--- src/rtl/mem_access_unit.sv ---
// Load/store bus sequencer: IDLE -> REQ -> DONE with ack timeout and sticky BusErr.
// Define MISALIGN_TRAP_EN to trap misaligned requests instead of word-aligning them.
module mem_access_unit #(
  parameter int unsigned TIMEOUT = 16
) (
  input  logic        clk,
  input  logic        reset,
  input  logic        MemRead,
  input  logic        MemWrite,
  input  logic [31:0] Addr,
  input  logic [31:0] WriteData,
  output logic [31:0] ReadData,
  output logic        Stall,
  output logic        BusErr,
`ifdef MISALIGN_TRAP_EN
  output logic        MisalignErr,
`endif
  output logic        bus_req,
  output logic        bus_we,
  output logic [31:0] bus_addr,
  output logic [31:0] bus_wdata,
  input  logic        bus_ack,
  input  logic [31:0] bus_rdata
);

  typedef enum logic [1:0] {
    IDLE,
    REQ,
    DONE
  } state_t;

  localparam logic [7:0] LAST = 8'(TIMEOUT - 1);

  state_t      state;
  logic [31:0] addr_q;
  logic [31:0] wdata_q;
  logic        we_q;
  logic [7:0]  cnt;
  logic        req;
  logic        misal;
  logic        go;

  assign req = MemRead | MemWrite;

`ifdef MISALIGN_TRAP_EN
  assign misal = |Addr[1:0];
`else
  logic unused_lsb;
  assign unused_lsb = |Addr[1:0];
  assign misal = 1'b0;
`endif

  assign go        = req & ~misal;
  assign Stall     = (state == REQ) | ((state == IDLE) & go);
  assign bus_req   = (state == REQ);
  assign bus_we    = bus_req & we_q;
  assign bus_addr  = addr_q;
  assign bus_wdata = wdata_q;

  always_ff @(posedge clk or negedge reset) begin
    if (!reset) begin
      state    <= IDLE;
      cnt      <= 8'd0;
      ReadData <= 32'd0;
      BusErr   <= 1'b0;
      addr_q   <= 32'd0;
      wdata_q  <= 32'd0;
      we_q     <= 1'b0;
`ifdef MISALIGN_TRAP_EN
      MisalignErr <= 1'b0;
`endif
    end else begin
`ifdef MISALIGN_TRAP_EN
      MisalignErr <= 1'b0;
      if (state == IDLE && req && misal)
        MisalignErr <= 1'b1;
`endif
      unique case (state)
        IDLE: begin
          if (go) begin
            addr_q  <= {Addr[31:2], 2'b00};
            wdata_q <= WriteData;
            we_q    <= MemWrite;
            cnt     <= 8'd0;
            state   <= REQ;
          end
        end
        REQ: begin
          if (bus_ack) begin
            if (!we_q)
              ReadData <= bus_rdata;
            state <= DONE;
          end else if (cnt == LAST) begin
            // Timed-out reads return zero so stale data never reaches the datapath
            BusErr <= 1'b1;
            if (!we_q)
              ReadData <= 32'd0;
            state <= DONE;
          end else begin
            cnt <= cnt + 8'd1;
          end
        end
        DONE: state <= IDLE;
        default: state <= IDLE;
      endcase
    end
  end

endmodule

--- config.mk ---
export PLATFORM = sky130hd
export DESIGN_NAME = mem_access_unit
export DESIGN_NICKNAME = d
export VERILOG_FILES = /design/src/rtl/mem_access_unit.sv
export SDC_FILE = /design/constraint.sdc
export NUM_CORES = 1
export LEC_CHECK = 0
export CAP_MARGIN = 25
export CORE_MARGIN = 4
export CORE_UTILIZATION = 35
export CTS_BUF_LIST = sky130_fd_sc_hd__clkbuf_16
export DETAILED_ROUTE_END_ITERATION = 16
export HOLD_SLACK_MARGIN = 0.03
export PLACE_DENSITY = 0.71
export SLEW_MARGIN = 20
export SYNTH_ARGS = -nofsm -noshare
export SYNTH_HDL_FRONTEND = slang
export SYNTH_SLANG_ARGS = --single-unit
--- constraint.sdc ---
create_clock -name clk -period 4 [get_ports clk]
set_input_delay 0.8 -clock clk [delete_from_list [all_inputs] [get_ports clk]]
set_output_delay 0.8 -clock clk [all_outputs]
set_load 0.05 [all_outputs]
==> results of run 1 <==
path summary, 6_finish.rpt:
kind | slack, ns | to
min in group asynchronous | 0.49 | ReadData[14]
worst max-delay path | 1.06 | bus_we
worst min-delay path | 0.47 | BusErr
worst max register to register | 1.99 | cnt[1]
worst min register to register | 0.47 | BusErr
max in group asynchronous | 2.63 | bus_wdata[7]
final cells by class:
class,instances,area share [%]
multi-input combinational,145,20.3
tap,143,2.79
clock buffer,9,3.51
inverter,6,0.351
clock inverter,5,0.760
sequential,106,41.3
timing repair buffer,200,31.0
registers in the layout, summed over array words and instances, names as in the netlist:
signal,count
ReadData,32
cnt,8
state,2
bus_wdata,32
BusErr,1
we_q,1
bus_addr,30
placed cells by master, fill, tap and decap left out, drive strengths merged, types with 2 or more instances in the layout:
cell type	n
clkbuf	9
nand2b	2
nor3	4
buf	6
conb	2
clkdlybuf4s50	194
mux2	63
o211ai	2
o21ai	6
a31oi	2
nand2	4
nor2	6
mux2i	2
a22o	32
nor4	2
nand3	2
clkinv	3
and2	3
dfrtp	106
inv	7
routing by layer:
metal	GRT usage, %	wire length [µm]
met1	19.2	4020
met3	6.74	1150
met2	22.6	4810
met4	7.04	298
met5	0	0
logic make-up (layout without fill, tap and decap cells):
family	count (synthesis)	count (layout)	share of synthesized area (%)
flip-flops	106	106	65.0
multiplexers	65	65	17.9
AO/OA/AOI/OAI	49	49	9.72
AND/OR/NAND/NOR	28	28	3.77
buffers and inverters	23	220	3.28
adder cells (fa/ha/maj)	1	1	0.306
other	1	2	0.0919
worst max-delay path: cells and delay by family (launching register included):
family | cells | cell delay [ns]
buffers and inverters | 2 | 1.00
flip-flops | 1 | 0.42
AND/OR/NAND/NOR | 2 | 0.39
power groups by stage:
| stage | combinational (W) | sequential, W | clock, W |
|---|---|---|---|
| after global placement | 0.00380 | 0.00186 | 0 |
| after floorplan | 0.000914 | 0.00352 | 0 |
| after global routing | 0.00398 | 0.00195 | 0.000917 |
| final | 0.00380 | 0.00187 | 0.000833 |
| after CTS | 0.00385 | 0.00188 | 0.000875 |
| after detailed placement | 0.00383 | 0.00189 | 0 |
through the flow:
step	hold WS [ns]	instance area (µm²)	setup WS (ns)	std cells
final	0.466	6420	1.06	614
after global routing	0.498	6420	0.902	614
after CTS	0.467	6420	1.03	614
after detailed placement	0.452	6150	1.08	600
after global placement	0.444	6150	1.17	600
after floorplan	0.478	4090	1.40	274
==> results.toml, run 1 <==
[floorplanning]
num_rows = 39
die_h_um = 116
dieWidth_um = 116
start_util_pct = 35.8
die_area_um2 = 13500
ios = 201
coreArea_um2 = 11400

[logic_synthesis]
synth_top_cells_by_count = "dfrtp_1 (106), mux2_2 (63), a22o_1 (32)"
synth_area_leaders = "dfrtp_1 (65%), mux2_2 (17%), a22o_1 (6.9%)"
synth_warnings = 0
syn_area_um2 = 4080
ys_ff_latch = 106
synthCells = 273
yosysMostFrequentCell = "dfrtp_1"
yosys.area.top_type = "dfrtp_1"
ys.flop_type = "dfrtp_1"
seq_area_frac_synth_pct = 65.0
synth.avg_cell_area_um2 = 15.0
synth-edff-count = 0
synthDistinctLibCells = 36
async_flop_share_pct = 100
synth_top_area_share_pct = 65.0

[clocking]
cts.sinks = 106
clk_path_buf_depth = 2
cts.clk_slew.worst_paths_ns = 0.07
h-tree-depth = 3
ctsHoldBuffers = 0
postCtsSetupBuffers = 0
ctsResizeCount = 0
clock_latency_ns = 0.33
clockRootBuffer = "clkbuf_16"
cts_tree = "done"
cts_buffers = 9

[worst_setup_path]
crit_type = "reg2out"
ff2ff_path_depth = 4
r2r_start = "state[1]"
startpoint_type = "flop"
worst_setup_path_end_kind = "primary output"
critPathMaxFanout = 8
critPathMaxStageDelay_ns = 0.79
path_cells = "nand2b_1 > inv_1 > and2_1 > clkdlybuf4s50_1"
required_ns = 3.20
startpoint = "state[1]"
slowest_stage = "clkdlybuf4s50_1"
cp.arrival_ns = 2.14

[sta]
period_needed_ns = 2.94
hold_viol = 0
tightest_slew_ns = 0.842
finalSetupTns_ns = 0
max_slew_margin_pct = 43.9
max_freq_mhz = 340
drv_slew = 0
rsz0062_at_grt = "false"
period_share_pct = 73.6
fin_skew_ns = 0.00810
setup_violations = 0

[placement]
hpwl_mm = 7.36
gp_congestion = 0.756
numPortBuffers = 196

[power]
finalPower_w = 0.00651
switchingPower_w = 0.00303
internal_power_w = 0.00348
p_clk_share_pct = 12.8
combPwrFrac_pct = 58.4
vdd.ir_drop.worst_v = 0.000647
leakagePower_nw = 2.72
p_per_area_nw_per_um2 = 1010
power_frac_seq_pct = 28.8
switching_share_pct = 46.5

[cells_and_area]
multi_input_area_um2 = 1310
drive_gt1_share_pct = 18.9
antennaDiodeCount = 0
nNetsFinal = 570
nFillCells = 980
seqCellArea_um2 = 2650
final_util_pct = 56.3
syn_to_final_growth_pct = 57.3

[routing]
wl_per_cell_um = 16.7
drt_pass1_iterations = 4
ant_nets = 0
vias_per_cell = 4.88
drc = 0
routed_wl_mm = 10.3
num_vias = 2997
drt_iter0_markers = 82

[global_routing]
antenna_found_initial = 0
grt_pass1_vias = 3135
grt.total_usage_pct = 15.2
grt_pass1_wl_mm = 15.9
overflow = 0
grt_max_degree = 79

[job]
cap_violations = 0

[hold_path]
min_path_type = "reg2reg"
min_path_cells = 1
worstHoldStart = "BusErr"

[outcome]
status = "finished, final reports clean"
Note: power is estimated with default switching activity, not from simulation.
==> run 2: changes to the inputs <==
Settings changed: PLACE_DENSITY 0.71 to 0.74.
Clock period 4 ns to 2.4 ns, I/O delays scaled along.
==> run 2 against run 1 <==
Sequential share of layout area is 0.32 points lower; via count is 1.1% higher; clock power is 64% higher; total power is 68% higher; utilization is 0.44 points higher; design area is 0.78% higher; die area stayed put; first-iteration DRC count is 110% higher; final cell count is 0.65% higher; count of clock-buffer cells in the layout stayed put; highest routed layer unchanged.
==> results.toml, run 2 (synthesized netlist as in run 1, its figures left out) <==
[clocking]
clk_path_buf_depth = 2
clock_latency_ns = 0.35
clockRootBuffer = "clkbuf_16"
cts_tree = "done"
cts.sinks = 106
ctsResizeCount = 0
cts_buffers = 9
h-tree-depth = 3
cts.clk_slew.worst_paths_ns = 0.07
postCtsSetupBuffers = 0
ctsHoldBuffers = 0

[routing]
vias_per_cell = 4.90
routed_wl_mm = 10.7
drc = 0
num_vias = 3031
ant_nets = 0
drt_iter0_markers = 176
wl_per_cell_um = 17.2
drt_pass1_iterations = 4

[global_routing]
antenna_found_initial = 0
grt_max_degree = 63
grt_pass1_wl_mm = 16.5
grt_pass1_vias = 3246
overflow = 0
grt.total_usage_pct = 15.7

[worst_setup_path]
critPathMaxFanout = 8
cp.arrival_ns = 1.65
r2r_start = "state[1]"
crit_end = "Stall"
slowest_stage = "dfrtp_1"
startpoint_type = "flop"
critPathMaxStageDelay_ns = 0.39
crit_type = "reg2out"
r2r_end = "ReadData[20]"
startpoint = "state[1]"
worst_setup_path_end_kind = "primary output"
path_cells = "nand2b_1 > inv_1 > or2_2 > buf_12"
ff2ff_path_depth = 5
required_ns = 1.92
r2r_slack_ns = 0.31

[sta]
rsz0062_at_grt = "false"
finalSetupTns_ns = 0
max_slew_margin_pct = 42.7
period_share_pct = 88.9
period_needed_ns = 2.13
setup_violations = 0
tightest_slew_ns = 0.860
max_freq_mhz = 469
drv_slew = 0
hold_viol = 0
fin_skew_ns = 0.00556

[cells_and_area]
design_area_um2 = 6470
syn_to_final_growth_pct = 58.6
final_cell_mix = "clkdlybuf4s50_1 (192), dfrtp_1 (106), mux2_2 (63)"
nNetsFinal = 572
nFillCells = 935
antennaDiodeCount = 0
final_common_cell = "clkdlybuf4s50_1"
drive_gt1_share_pct = 19.6

[power]
internal_power_w = 0.00576
vdd.ir_drop.worst_v = 0.00107
leakagePower_nw = 2.73
combPwrFrac_pct = 58.8
power_frac_seq_pct = 28.6
p_clk_share_pct = 12.6
switching_share_pct = 47.2
p_per_area_nw_per_um2 = 1690
switchingPower_w = 0.00516

[hold_path]
min_path_type = "in2async"

[placement]
numPortBuffers = 196
gp_congestion = 0.742
hpwl_mm = 7.77
dpl_cell_area_um2 = 6200

[floorplanning]
dieWidth_um = 116
coreArea_um2 = 11400
ios = 201
start_util_pct = 35.8
num_rows = 39
die_area_um2 = 13500
die_h_um = 116

[outcome]
status = "finished, final reports clean"

[job]
cap_violations = 0
run 2: cell count changes in the layout (fill, tap and decap cells not counted), sizes merged:
cell / before / now
inv: 7 / 8
clkinvlp: 0 / 2
buf: 6 / 10
bufinv: 1 / 0
clkdlybuf4s50: 194 / 192
run 2: how the worst min path moves through the flow:
stage,startpoint,endpoint,slack (ns),cells past startpoint
finish,reset,cnt[2],0.11,1
global route,reset,state[0],0.15,1
CTS,reset,we_q,0.13,1
detailed placement,BusErr,BusErr,0.46,1
global placement,BusErr,BusErr,0.44,1
floorplan,reset,BusErr,0.18,0
run 2: metrics by stage:
step | total power [W] | setup slack [ns] | std cells | hold slack [ns] | util, %
floorplan | 0.00738 | 0.437 | 274 | 0.184 | -
global placement | 0.00948 | 0.0595 | 601 | 0.444 | 54.2
detailed placement | 0.00962 | 0.0724 | 602 | 0.464 | 54.3
CTS | 0.0110 | 0.252 | 618 | 0.127 | 56.7
global route | 0.0114 | 0.122 | 618 | 0.151 | 56.7
finish | 0.0109 | 0.266 | 618 | 0.114 | 56.7
run 2: worst max-delay path: cells and delay by family, from the launching register on:
family	cells	cell delay (ns)
buffers and inverters	2	0.34
flip-flops	1	0.39
AND/OR/NAND/NOR	2	0.58
run 2: cell type report:
cell class                 instances  area (µm²)  area share [%]
inverter                           6        22.5           0.348
multi-input combinational        145        1310            20.3
clock inverter                     7        43.8           0.676
clock buffer                       9         225            3.48
sequential                       106        2650            41.0
tap                              143         179            2.76
timing repair buffer             202        2040            31.5
run 2: routing by layer:
| metal | global-route usage, % | vias up | part of all wire (%) |
|---|---|---|---|
| li1 | - | 1382 | - |
| met3 | 8.72 | 12 | 13 |
| met5 | 0 | - | 0 |
| met2 | 25.9 | 161 | 48 |
| met1 | 17.9 | 1476 | 38 |
| met4 | 4.02 | 0 | 0.87 |
run 2: power groups by stage:
stage                     clock [W]  sequential [W]  combinational [W]
after floorplan                   0         0.00586            0.00152
after global placement            0         0.00311            0.00637
after detailed placement          0         0.00316            0.00646
after CTS                   0.00142         0.00313            0.00649
after global routing        0.00148         0.00324            0.00672
final                       0.00137         0.00313            0.00643
